===== src/rtl/mem_arbiter.sv =====
// mem_arbiter: shares one synchronous memory port between the CPU controller
// and the program loader. Each access takes three cycles (IDLE, ISSUE, RESP).
// The CPU normally wins ties. The loader is guaranteed a turn after MAX_WAIT
// consecutive CPU grants made while it was waiting.
module mem_arbiter #(
    parameter int AW       = 32,
    parameter int DW       = 32,
    parameter int MAX_WAIT = 4
) (
    input  logic          clk,
    input  logic          rst_n,
    input  logic          cpu_req,
    input  logic          cpu_we,
    input  logic [AW-1:0] cpu_addr,
    input  logic [DW-1:0] cpu_wdata,
    output logic          cpu_ack,
    output logic [DW-1:0] cpu_rdata,
    output logic          cpu_stall,
    input  logic          ld_req,
    input  logic          ld_we,
    input  logic [AW-1:0] ld_addr,
    input  logic [DW-1:0] ld_wdata,
    output logic          ld_ack,
    output logic [DW-1:0] ld_rdata,
    output logic          mem_en,
    output logic          mem_we,
    output logic [AW-1:0] mem_addr,
    output logic [DW-1:0] mem_wdata,
    input  logic [DW-1:0] mem_rdata,
    output logic          busy
);

    typedef enum logic [1:0] {IDLE, ISSUE, RESP} state_t;

    localparam logic [3:0] WAIT_LIMIT = 4'(MAX_WAIT);

    state_t     state;
    logic [3:0] wait_cnt;
    logic       gnt_ld;
    logic       any_req;
    logic       ld_wins;

    // The loader wins if it is the only requester, or if it has waited long enough.
    assign any_req = cpu_req | ld_req;
    assign ld_wins = ld_req & (~cpu_req | (wait_cnt >= WAIT_LIMIT));

    // Access sequencer. The grant, the memory strobes and the acks are all registered.
    always_ff @(posedge clk or negedge rst_n) begin
        if (!rst_n) begin
            state     <= IDLE;
            wait_cnt  <= '0;
            gnt_ld    <= 1'b0;
            mem_en    <= 1'b0;
            mem_we    <= 1'b0;
            mem_addr  <= '0;
            mem_wdata <= '0;
            cpu_ack   <= 1'b0;
            ld_ack    <= 1'b0;
            busy      <= 1'b0;
        end else begin
            mem_en  <= 1'b0;
            mem_we  <= 1'b0;
            cpu_ack <= 1'b0;
            ld_ack  <= 1'b0;
            case (state)
                IDLE: begin
                    if (!ld_req || ld_wins) begin
                        wait_cnt <= '0;
                    end else if (wait_cnt < WAIT_LIMIT) begin
                        wait_cnt <= wait_cnt + 4'd1;
                    end
                    if (any_req) begin
                        state     <= ISSUE;
                        busy      <= 1'b1;
                        gnt_ld    <= ld_wins;
                        mem_en    <= 1'b1;
                        mem_we    <= ld_wins ? ld_we : cpu_we;
                        mem_addr  <= ld_wins ? ld_addr : cpu_addr;
                        mem_wdata <= ld_wins ? ld_wdata : cpu_wdata;
                    end
                end
                ISSUE: begin
                    state   <= RESP;
                    cpu_ack <= ~gnt_ld;
                    ld_ack  <= gnt_ld;
                end
                RESP: begin
                    state <= IDLE;
                    busy  <= 1'b0;
                end
                default: begin
                    state <= IDLE;
                    busy  <= 1'b0;
                end
            endcase
        end
    end

    // Read data passes straight through from memory during the winner's ack cycle only.
    always_comb begin
        cpu_rdata = cpu_ack ? mem_rdata : '0;
        ld_rdata  = ld_ack ? mem_rdata : '0;
        cpu_stall = cpu_req & ~cpu_ack;
    end

endmodule


===== config.mk =====
export PLATFORM = sky130hd
export DESIGN_NAME = mem_arbiter
export DESIGN_NICKNAME = d
export VERILOG_FILES = /design/src/rtl/mem_arbiter.sv
export SDC_FILE = /design/constraint.sdc
export NUM_CORES = 1
export LEC_CHECK = 0
export CORE_AREA = 2 2 116 118
export CTS_CLUSTER_SIZE = 24
export DETAILED_ROUTE_END_ITERATION = 10
export DIE_AREA = 0 0 118 120
export GPL_TIMING_DRIVEN = 0
export PLACE_DENSITY = 0.81
export SLEW_MARGIN = 10
export SYNTH_ARGS = -nofsm -noshare
export SYNTH_HDL_FRONTEND = slang
export SYNTH_SLANG_ARGS = --single-unit
export TNS_END_PERCENT = 50

===== constraint.sdc =====
create_clock -name clk -period 1.5 [get_ports clk]
set_input_delay 0.3 -clock clk [delete_from_list [all_inputs] [get_ports clk]]
set_output_delay 0.3 -clock clk [all_outputs]
set_load 0.01 [all_outputs]

==> results of run 1 <==
sequential cells by signal (all words and copies together), names as in the netlist:
register / flops
wait_cnt: 4
mem_we: 1
state: 2
cpu_ack: 1
mem_wdata: 32
mem_addr: 32
busy: 1
ld_ack: 1
gnt_ld: 1
mem_en: 1
metrics by stage:
| step | util, % | total power [mW] | TNS [ps] | hold WS [ps] |
|---|---|---|---|---|
| floorplan | - | 6.95 | 0 | 4.41 |
| global placement | 57.9 | 10.9 | -258960 | 439 |
| detailed placement | 58.1 | 11.0 | -61980 | 284 |
| CTS | 60.2 | 13.0 | -4830 | 448 |
| global route | 63.7 | 14.3 | -6290 | 483 |
| finish | 63.7 | 13.6 | -4330 | 451 |
what timing repair did:
item | in CTS | in global routing
setup endpoints to repair | 203 | 130
pin swaps | 24 | 20
endpoints found under the hold margin | 33 | 0
buffers inserted | 8 | 3
cloned | 1 | 4
gates resized for setup | 408 | 118
hold buffers | 1 | 0
area by class of cell:
cell class	instances	area, µm²
tap	176	220
timing repair buffer	316	3150
buffer	61	439
multi-input combinational	347	2230
clock inverter	5	52.6
inverter	5	18.8
sequential	76	1910
fill	1103	4720
antenna	3	7.51
clock buffer	10	239
layout by cell type (no fill, tap or decap), drive strengths merged:
| cell | count |
|---|---|
| clkdlybuf4s50 | 162 |
| buf | 104 |
| dfrtp | 76 |
| o21ai | 69 |
| nand3 | 67 |
| dlygate4sd2 | 67 |
| and2 | 66 |
| nand4 | 64 |
| o211ai | 64 |
| clkbuf | 50 |
| inv | 5 |
| nand2 | 4 |
| diode | 3 |
| clkinv | 3 |
| nor2 | 3 |
| nor2b | 3 |
| clkdlybuf4s15 | 2 |
| or2 | 2 |
| or3b | 1 |
| nor3b | 1 |
| a21oi | 1 |
| mux2 | 1 |
| ha | 1 |
| bufinv | 1 |
| clkinvlp | 1 |
| dlygate4sd3 | 1 |
| dlymetal6s2s | 1 |
report_power, final:
group	internal, mW	switching (mW)
sequential	3.04	0.521
clock	1.32	0.866
combinational	3.89	3.96
logic make-up after synthesis:
logic type / count (synthesis) / synth area share (%)
AOI/OAI and AO/OA: 134 / 19.3
adders and majority gates: 1 / 0.290
buffers and inverters: 68 / 7.55
DFF: 76 / 44.1
muxes: 1 / 0.261
and+or+nand+nor: 211 / 28.5
final timing paths:
path                                 endpoint         from  slack (ps)  depth (start not counted)
worst max-delay path            cpu_rdata[17]      cpu_ack        -150                          4
worst min-delay path                  cpu_ack       gnt_ld         450                          1
worst max register to register  mem_wdata[17]  wait_cnt[2]          10                          5
worst min register to register        cpu_ack       gnt_ld         450                          1
max in group asynchronous            state[1]        rst_n         440                          3
min in group asynchronous        mem_addr[17]        rst_n         460                          2
metal layers:
layer / wire [µm] / vias to the layer above / track usage (%) / share of wire, %
li1: - / 2481 / - / -
met3: 1380 / 48 / 6.32 / 7.1
met1: 7160 / 2557 / 28.5 / 37
met2: 9970 / 290 / 46.6 / 52
met4: 824 / 0 / 12.4 / 4.3
met5: 0 / - / 0 / 0
==> reports/results.tsv, run 1 <==
stage	metric	value	unit
status	outcome	finished, violations left	
status	failing checks	negative setup slack	
setup_path	Critical Path AT	1350	ps
sta	Worst Tran Pin Value	477	ps
routing	detailed-route DRC error count	0	
synthesis	register bit count reported by yosys	76	
placed_design	dpl cell area	7540	µm²
cts	Clock Path Buffers	2	
setup_path	crit-path most repeated cell	buf_6	
synthesis	register area share after synthesis	44.1	%
setup_path	crit-path max FO	8	
floorplanning	die width	118	µm
synthesis	Synth area leader	dfrtp_1	
cells_and_area	share of cells above drive strength 1	24.9	%
setup_path	Critical Setup Path Class	flip-flop to output port	
sta	minimum clock period	1650	ps
synthesis	commonest cells in the netlist	dfrtp_1, nand3_1, and2_1	
routing	Routed WL	19300	µm
cts	clk root buf	clkbuf_16	
sta	fmax	606	MHz
synthesis	Mapped Cells	491	
sta	Max-Slew Margin vs Limit	68.2	%
worst_hold_path	Hold Path Class	flip-flop to flip-flop	
cts	number of H-tree levels	3	
setup_path	crit-path max cell delay	480	ps
cells_and_area	Finished Cell Area	8260	µm²
power_and_ir_drop	Pwr Density	1640	nW/µm²
floorplanning	die area	14200	µm²
routing	Routed Antenna Nets	0	
floorplanning	Ports	300	
routing	drt via density	5.38	
placed_design	placed insts	966	
routing	DRT Pass-1 Iters	4	
sta	worst setup margin	-151	ps
flow_run	max_cap viols	0	
sta	clk_skew	8.93	ps
floorplanning	Die Height	120	µm
sta	Slew Viols, Final	0	
grt	GR Util All Layers	25.8	%
synthesis	area share of the largest cell type after synthesis	44.1	%
synthesis	synth unique cells	23	
placed_design	PortBufs	298	
synthesis	Yosys Warn Count	0	
setup_path	Crit path max-delay family	flip-flops	
placed_design	GPL Wtd Cong	0.853	
setup_path	slowest stage cell, crit path	dfrtp_2	
cells_and_area	synth-to-layout area growth	91.8	%
cts	Clock Sinks	76	
sta	Setup-failing EPs final	54	
cts	clk_lat worst skew	340	ps
routing	initial drt markers	237	
floorplanning	placement row count	42	
grt	total gr overflow	0	
routing	Avg WL per Cell	19.4	µm
floorplanning	starting density of the core	33.2	%
synthesis	ys flop type	dfrtp_1	
setup_path	WP buf/inv	3	
synthesis	syn_area_per_cell	8.78	µm²
floorplanning	Core ar.	13000	µm²
setup_path	Critical Path, Cell by Cell	buf_8 -> buf_6 -> and2_4 -> buf_6	
sta	crit share post-route	110	%
grt	first-pass GRT wire length	28700	µm
synthesis	count leader, synth	dfrtp_1	
setup_path	CP Capture Type	output port	
synthesis	Post-Synthesis Cell Area	4310	µm²
grt	initial antenna violation count	3	
synthesis	leading post-synthesis cells by cell area	dfrtp_1, o211ai_1, and2_1	
setup_path	CP required	1200	ps
synthesis	asr flop ratio synth	100	%
placed_design	HPWL after DPL	14100	µm
sta	final hold violations	0	
placed_design	Setup Slack @ Placement	-764	ps
synthesis	Post-synth EDFFs	0	
power_and_ir_drop	Max IR drop VDD	0.000821	V
power_and_ir_drop	Leakage	3.57	nW
routing	via count	5376	
cts	CTS buffer count	9	
sta	unrepaired setup endpoints after global routing	yes	
cells_and_area	Finished Layout Cells	999	
cts	Clk pin slew, worst setup/hold paths	60	ps
setup_path	critical path launch point type	flip-flop	
cts	CTS tree	done	
synthesis	Synthesized Nets	658	
cells_and_area	layout net count	983	
grt	vias in the first global route	5283	
grt	largest net degree at the start of global routing	44	
(Power assumes the default switching activity.)
==> run 2: changes to the inputs <==
Settings changed: CAP_MARGIN set to 20.
==> results of run 2 <==
The final DEF is identical to that of run 1; final timing and power are the same.
